## src/rtl/count_snapshot_fifo_pkg.sv

```systemverilog
// count_snapshot_fifo_pkg: shared widths, defaults and snapshot record for the count snapshot FIFO
package count_snapshot_fifo_pkg;
  localparam int WRAP_W_DEF = 8;
  localparam int DEPTH_DEF = 4;
  typedef struct packed {
    logic [WRAP_W_DEF-1:0] wrap;
    logic [3:0]            count;
  } snap_t;
  function automatic int snap_width(input int wrap_w);
    return wrap_w + 4;
  endfunction
endpackage

```

## src/rtl/count_snapshot_fifo_fifo.sv

```systemverilog
// snapshot_fifo: synchronous FIFO with push/pop, level count and registered head (ports: clock, reset, flush, push, pop, din, dout, valid, level)
module snapshot_fifo #(
  parameter int W = 12,
  parameter int DEPTH = 4
) (
  input  logic                     clock,
  input  logic                     reset,
  input  logic                     flush,
  input  logic                     push,
  input  logic                     pop,
  input  logic [W-1:0]             din,
  output logic [W-1:0]             dout,
  output logic                     valid,
  output logic [$clog2(DEPTH):0]   level
);
  localparam int AW = $clog2(DEPTH);
  localparam int LW = AW + 1;
  logic [W-1:0] mem_q [DEPTH];
  logic [AW-1:0] wr_q, wr_d, rd_q, rd_d, rd_inc;
  logic [LW-1:0] level_q, level_d;
  logic [W-1:0] head_q, head_d;
  // head refills from the next slot on a pop, or takes din when the entry being pushed becomes the head
  always_comb begin
    rd_inc = rd_q + AW'(1);
    wr_d = flush ? '0 : wr_q + AW'(push);
    rd_d = flush ? '0 : rd_q + AW'(pop);
    level_d = flush ? '0 : level_q + LW'(push) - LW'(pop);
    head_d = flush ? head_q
           : (pop && level_q > LW'(1)) ? mem_q[rd_inc]
           : (push && level_q == LW'(pop)) ? din
           : head_q;
  end
  always_ff @(posedge clock or posedge reset) begin
    if (reset) begin
      wr_q <= '0;
      rd_q <= '0;
      level_q <= '0;
      head_q <= '0;
    end else begin
      wr_q <= wr_d;
      rd_q <= rd_d;
      level_q <= level_d;
      head_q <= head_d;
    end
  end
  always_ff @(posedge clock) begin
    if (push) mem_q[wr_q] <= din;
  end
  assign dout = head_q;
  assign level = level_q;
  assign valid = level_q != '0;
endmodule

```

## src/rtl/count_snapshot_fifo.sv

```systemverilog
// count_snapshot_fifo: wrap-extended counter snapshots queued on capture (ports: clock, reset, enable, clear, counter_in, carry_in, capture, out_*, fifo_level, overflow)
module count_snapshot_fifo
  import count_snapshot_fifo_pkg::*;
#(
  parameter int WRAP_W = WRAP_W_DEF,
  parameter int DEPTH = DEPTH_DEF
) (
  input  logic                          clock,
  input  logic                          reset,
  input  logic                          enable,
  input  logic                          clear,
  input  logic [3:0]                    counter_in,
  input  logic                          carry_in,
  input  logic                          capture,
  output logic [snap_width(WRAP_W)-1:0] out_data,
  output logic                          out_valid,
  input  logic                          out_ready,
  output logic [$clog2(DEPTH):0]        fifo_level,
  output logic                          overflow
);
  localparam int LW = $clog2(DEPTH) + 1;
  logic carry_q, carry_d, carry_rise;
  logic [WRAP_W-1:0] wrap_q, wrap_d, wrap_next;
  logic overflow_q, overflow_d;
  logic full, push, pop;
  // the snapshot uses wrap_next so a carry edge in the capture cycle is already counted
  always_comb begin
    carry_d = carry_in;
    carry_rise = carry_in & ~carry_q;
    wrap_next = wrap_q + WRAP_W'(enable & carry_rise);
    wrap_d = clear ? '0 : wrap_next;
    pop = out_valid & out_ready & ~clear;
    full = fifo_level == LW'(DEPTH);
    push = capture & ~clear & (~full | pop);
    overflow_d = clear ? 1'b0 : overflow_q | (capture & full & ~pop);
  end
  always_ff @(posedge clock or posedge reset) begin
    if (reset) begin
      carry_q <= 1'b0;
      wrap_q <= '0;
      overflow_q <= 1'b0;
    end else begin
      carry_q <= carry_d;
      wrap_q <= wrap_d;
      overflow_q <= overflow_d;
    end
  end
  snapshot_fifo #(.W(snap_width(WRAP_W)), .DEPTH(DEPTH)) u_fifo (
    .clock(clock),
    .reset(reset),
    .flush(clear),
    .push (push),
    .pop  (pop),
    .din  ({wrap_next, counter_in}),
    .dout (out_data),
    .valid(out_valid),
    .level(fifo_level)
  );
  assign overflow = overflow_q;
endmodule

```

## config.mk

```make
export PLATFORM = sky130hd
export DESIGN_NAME = count_snapshot_fifo
export DESIGN_NICKNAME = d
export VERILOG_FILES = /design/src/rtl/count_snapshot_fifo_pkg.sv /design/src/rtl/count_snapshot_fifo_fifo.sv /design/src/rtl/count_snapshot_fifo.sv
export SDC_FILE = /design/constraint.sdc
export NUM_CORES = 1
export LEC_CHECK = 0
export BUFFER_PORTS_ARGS = -buffer_cell sky130_fd_sc_hd__buf_2
export CORE_UTILIZATION = 54
export CTS_BUF_LIST = sky130_fd_sc_hd__clkbuf_2 sky130_fd_sc_hd__clkbuf_4 sky130_fd_sc_hd__clkbuf_8
export DETAILED_ROUTE_END_ITERATION = 6
export GPL_TIMING_DRIVEN = 1
export PLACE_DENSITY = 0.81
export SLEW_MARGIN = 30
export SYNTH_ARGS = -nofsm -noshare
export SYNTH_HDL_FRONTEND = slang
export SYNTH_SLANG_ARGS = --single-unit
```

## constraint.sdc

```tcl
create_clock -name clock -period 3.3 [get_ports clock]
set_input_delay 0.66 -clock clock [delete_from_list [all_inputs] [get_ports clock]]
set_output_delay 0.66 -clock clock [all_outputs]
set_load 0.01 [all_outputs]
```

* Word-level counts from Yosys, hierarchy flattened
Memory sizes are Yosys's and may differ from the RTL's. Cells that the tools add are included.
Cells by class: add/sub/neg operators 6, multipliers 0, div/mod/pow operators 0, $lt $le $gt $ge 1, equality and inequality tests 2, shift operators 0, mux-type cells 9, bitwise logic cells 14, reduce and logical (&&, ||, !) cells 5
Operators by type and width (count):
- 2-to-1 mux 12 bit | 2
- adder 8 x 1 -> 8 bit | 1
- AND 1 bit | 8
- 2-to-1 mux 8 bit | 1
- adder 2 x 1 -> 2 bit | 2
- 2-to-1 mux 2 bit | 2
- inverter 1 bit | 4
- adder 3 x 1 -> 3 bit | 1
- == test 3 x 1 -> 1 bit | 1
- == test 3 bit (second input constant) | 1
- greater-than comparator 3 x 1 -> 1 bit (second input constant) | 1
- 2-to-1 mux 1 bit | 3
- 2-to-1 mux 3 bit | 1
- nonzero test 3 bit | 1
- subtractor 3 x 1 -> 3 bit | 1
- adder 2 x 1 -> 2 bit (second input constant) | 1
- logical AND 1 bit | 2
- bitwise OR 1 bit | 2
- AND reduction 2 bit | 1
- nonzero test 2 bit | 1
Storage, ports and cells: register bits after elaboration 29, latch bits 0, RAM bits 48, memory bits (read-only) 0, memories kept 1
Memory list:
- u_fifo.mem_q | words 4, width 12, read ports 1, clocked after memory_dff 0, wr ports 1, RTL line count_snapshot_fifo_fifo.sv:18 | logic [W-1:0] mem_q [DEPTH];

* Depth between registers and ports, before layout
Gate-level depths: netlist of run 1.
word-level depth 8, depth in mapped cells 10, mapped depth without buffers 9

* Cells and area by module
Synthesis of run 1 repeated with hierarchy kept, for this count alone.
Unflattened totals: cells, all modules 224, area, all modules 3504.6 µm²
Modules (own cells, without submodules):
- snapshot_fifo | instances 1, cells each 174, area an instance 2950.3 µm², seq. area each 1916.8 µm²
- count_snapshot_fifo | instances 1, cells each 50, area an instance 554.3 µm², seq. area each 250.2 µm²

* Worst setup path after synthesis of run 1
OpenSTA, ideal clock, no wires.
path type input to register, start in capture, end mem u_fifo.mem_q[0][0], enable pin, setup time 399 ps, arrival time 2110 ps, setup slack 791 ps, stages on the path 3, buffers on the path 0, cells stage by stage nor2b_1 nor2b_1 nor3b_1
On the way: cells in the longest elaborated chain, start to end 4
Ends and longest elaborated chain:
- start, declared | RTL line count_snapshot_fifo.sv:14 | input logic capture,
- AND 1 bit (2 in a row) | RTL line count_snapshot_fifo.sv:34 | push = capture & ~clear & (~full | pop);
- 2-to-1 mux 1 bit | RTL line count_snapshot_fifo_fifo.sv:47 | if (push) mem_q[wr_q] <= din;
- 2-to-1 mux 1 bit (implied by the code) | RTL line count_snapshot_fifo_fifo.sv:47
- end, declared | RTL line count_snapshot_fifo_fifo.sv:18
No other way between the ends.

* Worst setup path in the final report of run 1
start reg u_fifo.level_q[1] (netlist: u_fifo.level[1]), end reg u_fifo.head_q[11] (netlist: u_fifo.dout[11])
On the way: cells in the longest elaborated chain, start to end 8, elaborated cells on any way between the ends 14, classes of those cells order compare (1); eq/ne (2); mux (1); bitwise (5); reduce/logical (5)
Ends and longest elaborated chain:
- start, declared | RTL line count_snapshot_fifo_fifo.sv:20 | logic [LW-1:0] level_q, level_d;
- start signal, assigned | RTL line count_snapshot_fifo_fifo.sv:42 | level_q <= level_d;
- nonzero test 3 bit | RTL line count_snapshot_fifo_fifo.sv:51 | assign valid = level_q != '0;
- AND 1 bit (2 in a row) | RTL line count_snapshot_fifo.sv:32 | pop = out_valid & out_ready & ~clear;
- bitwise OR 1 bit | RTL line count_snapshot_fifo.sv:34
- AND 1 bit | RTL line count_snapshot_fifo.sv:34
- logical AND 1 bit | RTL line count_snapshot_fifo_fifo.sv:30 | : (push && level_q == LW'(pop)) ? din
- nonzero test 2 bit (no source line)
- AND reduction 2 bit (no source line)
- end signal, assigned | RTL line count_snapshot_fifo_fifo.sv:38 | head_q <= '0;
- end signal, assigned | RTL line count_snapshot_fifo_fifo.sv:43 | head_q <= head_d;
- end, declared | RTL line count_snapshot_fifo_fifo.sv:21 | logic [W-1:0] head_q, head_d;
Parallel ways exist; a longest one is shown, timed or not. A chain may end at the register's enable or synchronous reset.

==> run metrics, run 1 <==
Ys Warns 0; Gate power share 21.0%; Fin Setup TNS 0 ns; ANT nets after route 0; CP peak stage delay approximately 0.47 ns; final worst path period need 2.236 ns; Worst Path Required about 3.6 ns; P&R area growth vs syn 12.26%; ANT cells 0; pin count of the biggest net entering global routing 30; total chip power between 2000 and 2500 uW; worst slack, placed between 0.8 and 0.9 ns; non-filler cells, final between 300 and 400; final setup skew 0.006658 ns; sequential-to-total area share from yosys stat 67.63%; Max Fclk 447.2 MHz; Post-Syn Area between 3000 and 4000 um^2; number of nets in the layout around 250; ranking of synthesized cells by area edfxtp_1, dfrtp_1, mux4_2; wl on met1 roughly 2.5 mm; die area around 6200 um^2; Final HPWL DP about 3.6 mm; Critical path origin u_fifo.level[1]; switch share approximately 29%; reg2reg setup slack 1.06 ns; Least-Margin Pin Slew 0.7961 ns; Hold/Removal Path Class in -> async; setup bufs post-CTS 0; Clock Root Buffer clkbuf_8; post-synth top area cell edfxtp_1; # fillers around 420; worst-case reg-to-reg path depth 7; Cells after DPL around 300; dominant synthesized flop cell edfxtp_1; Initial Util between 50% and 60%; Max Cap Violations 0; Post-Synthesis Cells ~200; die height 79.03 um; Slowest-stage cell, CP dfrtp_1; clk sink count 77; startpoint types register; number of synthesized register bits 77; syn nets approximately 220; drt drc 0; detailed-route vias per instance about 5.6; hold_ws 0.3899 ns; first-pass GRT wire length between 9 and 10 mm; hold_buf cts 0; TritonCTS clock tree yes; crit share post-route 67.76%; Longest Clk Path Bufs 2; CTS resizes 0; WL final ~5.7 mm; Rows 27; setup ws final 1.064 ns; VDD IR-drop max roughly 350 uV; ys async rst share between 30% and 40%; RSZ-0062 raised after global routing no; critical path fanouts, max 9; Int Pwr between 1500 and 2000 uW; Final Hold Vio Count 0; max-slew violation count 0; Pleak between 0.001 and 0.0015 uW; Slew HR between 40% and 50%; Avg Inst Size Synth 16.10 um^2; reg2reg end u_fifo.dout[11]; Via Count about 1700; Post-synth EDFFs 48; global-route usage over all layers a little over a fifth; total gr overflow 0; Max Used Layer met4; post-synth top area share roughly 45%; worst skew pair latency 0.34 ns; layout cells sized above 1 roughly 27%; Port Buffers 27; Clock Pin Slew Worst Setup and Hold Paths 0.08 ns; Worst Path Arrival approximately 2.5 ns; clock power share a little over a quarter; P per Cell Area 646.5 nW/um^2; met3 routed WL between 200 and 300 um; critical path class reg -> reg; H-tree lvl count 3; CTS Buf Count 9; die width a little under 80 um; initial detailed-routing violation count around 110; r2r startpoint u_fifo.level[1]; RD Place Congestion 0.7837; IO Pins 28; routed length per instance approximately 18 um; met2 wire length between 2 and 3 mm; vias in the first global route between 1500 and 2000; Critical Path End Type register; initial antenna violation count 0; Sequential Power Share between 50 and 60%; Final Setup Violations 0; Psw ~670 uW; TritonRoute pass-1 iters 5; synth unique cells 30; worst path cell trace o31ai_4, nor2_1, ha_1, nand4_2, buf_4, nand2b_2, o211ai_2; Core Area about 5600 um^2; status finished clean
## critical path, delay by kind of cell (launching register included)
| kind | cells | cell delay (ns) |
|---|---|---|
| buffers and inverters | 1 | 0.29 |
| AOI/OAI and AO/OA | 2 | 0.52 |
| adders and majority gates | 1 | 0.32 |
| DFF | 1 | 0.47 |
| and+or+nand+nor | 3 | 0.57 |
## synthesized netlist by cell type, drive strengths merged, types with 2 or more instances
library cell and instances:
nand2 13, inv 9, and3 4, o21ai 9, mux2i 9, xor2 5, and3b 2, o211ai 3
buf 7, edfxtp 48, mux4 12, xnor2 5, ha 6, dfrtp 29, nand3 8, nor2b 9
nor2 11, or3 2
## flip-flops by register name (all words and copies together) (netlist names)
register,flops
carry_q,1
overflow,1
u_fifo.dout,12
u_fifo.level,3
u_fifo.mem_q,48
u_fifo.rd_q,2
u_fifo.wr_q,2
wrap_q,8
## cell type report
class                   instances  area, um^2  area share [%]
flip-flops and latches         77        2167           60.24
multi-input cells             106       962.2           26.75
repair buffers                 32       172.7           4.800
clock buffers                  10       131.4           3.652
well taps                      72       90.09           2.504
clock inverters                 6       40.04           1.113
inverters                       9       33.78          0.9391
## how the worst max path moves through the flow
stage	endpoint	cells past startpoint
floorplan	u_fifo.mem_q[0][0]	3
global placement	u_fifo.mem_q[3][1]	4
detailed placement	u_fifo.mem_q[3][0]	4
CTS	u_fifo.dout[11]	7
global route	u_fifo.dout[11]	7
finish	u_fifo.dout[11]	7
## cell families after synthesis
group / synth area share [%]
XOR/XNOR: 2.733
AO/OA/AOI/OAI: 3.397
buffers and inverters: 2.499
AND/OR/NAND/NOR: 9.176
adder cells (fa/ha/maj): 2.968
multiplexers: 11.60
flip-flops: 67.63
## through the flow
step	util, %	area (um^2)
after detailed placement	61.09	3426
after CTS	64.15	3597
after floorplan	-	3204
after global routing	64.15	3597
after global placement	61.09	3426
final	64.15	3597
## cell usage in the layout (no fill, tap or decap), drive strengths merged, types with 6 or more instances in the layout
master  instances
ha              6
mux2i           9
inv             9
buf            32
dfrtp          29
nor2           11
nor2b           9
nand3           8
nand2          13
edfxtp         48
o21ai           9
clkbuf         10
mux4           12
## per-layer routing
| metal | vias to the layer above | global-route usage, % |
|---|---|---|
| met3 | 9 | 6.322 |
| met5 | - | 0 |
| met2 | 40 | 33.88 |
| met4 | 0 | 9.273 |
| met1 | 883 | 26.24 |
| li1 | 802 | - |
## power groups by stage
stage	registers (uW)	logic [uW]	clock network (uW)
detailed placement	1260	491	0
CTS	1240	494	622
global placement	1250	475	0
floorplan	1250	321	0
global route	1250	540	656
finish	1230	487	606
Power figures use the tool's default switching activity.
==> run 2, diff against run 1 <==
clock period = 2.3 ns   (was 3.3 ns; I/O delays follow)
==> run 2 against run 1 <==
Net effect: first-iteration DRC count rose by 36%; register-to-register slack got worse by 0.91 ns; sequential share of layout area fell by 2.5 points; cell count rose by 1.9%; worst hold slack got worse by 0.21 ns; clock-buffer cell count rose by 1; sequential power rose by 42%; clock power rose by 120%; largest cell class unchanged; global-route usage fell by 0.58 points.
==> run metrics, run 2 (synthesized netlist as in run 1, its figures left out) <==
VDD IR-drop max 479.0 uV (was 354.4 uV); setup bufs post-CTS 0 (unchanged); Gate power share 18.7% (was 21.0%); routed length per instance 16.93 um (was 18.16 um); Final Setup Violations 0 (unchanged); detailed-route vias per instance 5.381 (was 5.558); initial antenna violation count 0 (unchanged); TritonRoute pass-1 iters 4 (was 5); total gr overflow 0 (unchanged); post-route design area 3750 um^2 (was 3597 um^2); ANT cells 0 (unchanged); Least-Margin Pin Slew 0.7045 ns (was 0.7961 ns); Sequential Power Share 46.2% (was 53.0%); # fillers 400 (was 415); Pleak 0.001575 uW (was 0.001490 uW); worst slack, placed 0.1590 ns (was 0.8276 ns); drt drc 0 (unchanged); CTS Buf Count 9 (unchanged); hold_buf cts 0 (unchanged); CTS resizes 0 (unchanged); Max Cap Violations 0 (unchanged); Initial Util 57.14% (unchanged); Critical path origin u_fifo.level[1] (unchanged); H-tree lvl count 3 (unchanged); Largest Register u_fifo.mem_q (unchanged); RD Place Congestion 0.7722 (was 0.7837); Port Buffers 27 (unchanged); Rows 27 (unchanged); Int Pwr 2847 uW (was 1652 uW); WL final 5.385 mm (was 5.665 mm); reg2reg setup slack 0.15 ns (was 1.06 ns); first-pass GRT wire length 8.880 mm (was 9.232 mm); Cells after DPL 303 (was 296); most frequent cells in the layout edfxtp_1, dfrtp_1, buf_2, nand2_1, buf_4 (was edfxtp_1, dfrtp_1, buf_2, nand2_1, nor2_1); critical path class reg -> reg (unchanged); global-route usage over all layers 20.41% (was 20.99%); die area 6246 um^2 (unchanged); Worst Path Required 2.53 ns (was 3.56 ns); status finished clean (unchanged); switch share 24.94% (was 28.98%); Psw 946.0 uW (was 674.0 uW); fin util 66.87% (was 64.15%); die height 79.03 um (unchanged); max reg flops 48 (unchanged); worst-case reg-to-reg path depth 9 (was 7); Post-DP Area 3478 um^2 (was 3426 um^2); TritonCTS clock tree yes (unchanged); P per Cell Area 1012 nW/um^2 (was 646.5 nW/um^2); worst skew pair latency 0.35 ns (was 0.34 ns); reg2reg end u_fifo.level[2] (was u_fifo.dout[11]); last element of the critical path u_fifo.level[2] (was u_fifo.dout[11]); Via Count 1711 (was 1734); Clock Root Buffer clkbuf_8 (unchanged); setup ws final 0.1529 ns (was 1.064 ns); final worst path period need 2.147 ns (was 2.236 ns); Core Area 5608 um^2 (unchanged); clk sink count 77 (unchanged); CP peak stage delay 0.48 ns (was 0.47 ns); critical path fanouts, max 6 (was 9); non-filler cells, final 318 (was 312); vias in the first global route 1776 (was 1838); Final HPWL DP 3.536 mm (was 3.650 mm); ANT nets after route 0 (unchanged); IO Pins 28 (unchanged); Fin Setup TNS 0 ns (unchanged); startpoint types register (unchanged); Slew HR 53.04% (was 46.93%); Longest Clk Path Bufs 2 (unchanged); Slowest-stage cell, CP dfrtp_1 (unchanged); die width 79.03 um (unchanged); worst path cell trace o31ai_4, nor2_1, ha_1, inv_1, ha_1, inv_1, fa_1, xnor2_1, nor2_1 (was o31ai_4, nor2_1, ha_1, nand4_2, buf_4, nand2b_2, o211ai_2); clock power share 35.1% (was 26.1%); Final Hold Vio Count 0 (unchanged); max-slew violation count 0 (unchanged); RSZ-0062 raised after global routing no (unchanged); P&R area growth vs syn 17.02% (was 12.26%); crit share post-route 93.35% (was 67.76%); Max Fclk 465.8 MHz (was 447.2 MHz); Clock Pin Slew Worst Setup and Hold Paths 0.07 ns (was 0.08 ns); Worst Path Arrival 2.38 ns (was 2.50 ns); number of nets in the layout 260 (was 253); Critical Path End Type register (unchanged); Hold/Removal Path Class in -> async (unchanged); initial detailed-routing violation count 143 (was 105); commonest non-fill, non-tap cell in the layout edfxtp_1 (unchanged); final setup skew 0.007604 ns (was 0.006658 ns); layout cells sized above 1 29.27% (was 27.08%); pin count of the biggest net entering global routing 30 (unchanged); r2r startpoint u_fifo.level[1] (unchanged)
## run 2: stage by stage
step           hold slack, ns  total power (uW)
6_report               0.1818              3793
5_1_grt                0.2156              3982
4_1_cts                0.1833              3824
3_5_place_dp           0.4924              2505
3_3_place_gp           0.4765              2485
2_1_floorplan          0.4914              2261
## run 2: worst min path at each step
stage	slack [ns]	cells past startpoint	endpoint	from
3_3_place_gp	0.48	2	overflow	overflow
4_1_cts	0.18	3	u_fifo.wr_q[1]	reset
3_5_place_dp	0.49	2	overflow	overflow
2_1_floorplan	0.49	0	carry_q	carry_in
5_1_grt	0.22	3	u_fifo.wr_q[1]	reset
6_report	0.18	3	u_fifo.wr_q[1]	reset
## run 2: power by group through the flow
stage	clock, uW	combinational (uW)	sequential, uW
finish	1330	711	1750
global route	1410	796	1780
CTS	1350	722	1760
detailed placement	0	720	1790
global placement	0	708	1780
floorplan	0	462	1800
## run 2: worst max-delay path: cells and delay by family, from the launching register on
kind / cells / cell delay (ns)
fa+ha+maj: 3 / 0.82
flops: 1 / 0.48
compound gates: 1 / 0.35
simple gates: 2 / 0.14
xor+xnor: 1 / 0.14
buf+inv: 2 / 0.12
## run 2: layout make-up
type	instances	area [um^2]	area share [%]
Sequential cell	77	2167	57.79
Tap cell	72	90.09	2.402
Timing Repair Buffer	39	225.2	6.006
Clock buffer	11	145.1	3.871
Multi-Input combinational cell	106	968.4	25.83
Inverter	9	33.78	0.9009
Clock inverter	4	120.1	3.203
## run 2: routing by layer
layer | wire [um] | GRT usage (%) | vias to the layer above
met4 | 127 | 12.55 | 0
met3 | 199 | 4.138 | 12
met5 | 0 | 0 | -
met1 | 2498 | 27.70 | 841
met2 | 2559 | 30.43 | 37
li1 | - | - | 821
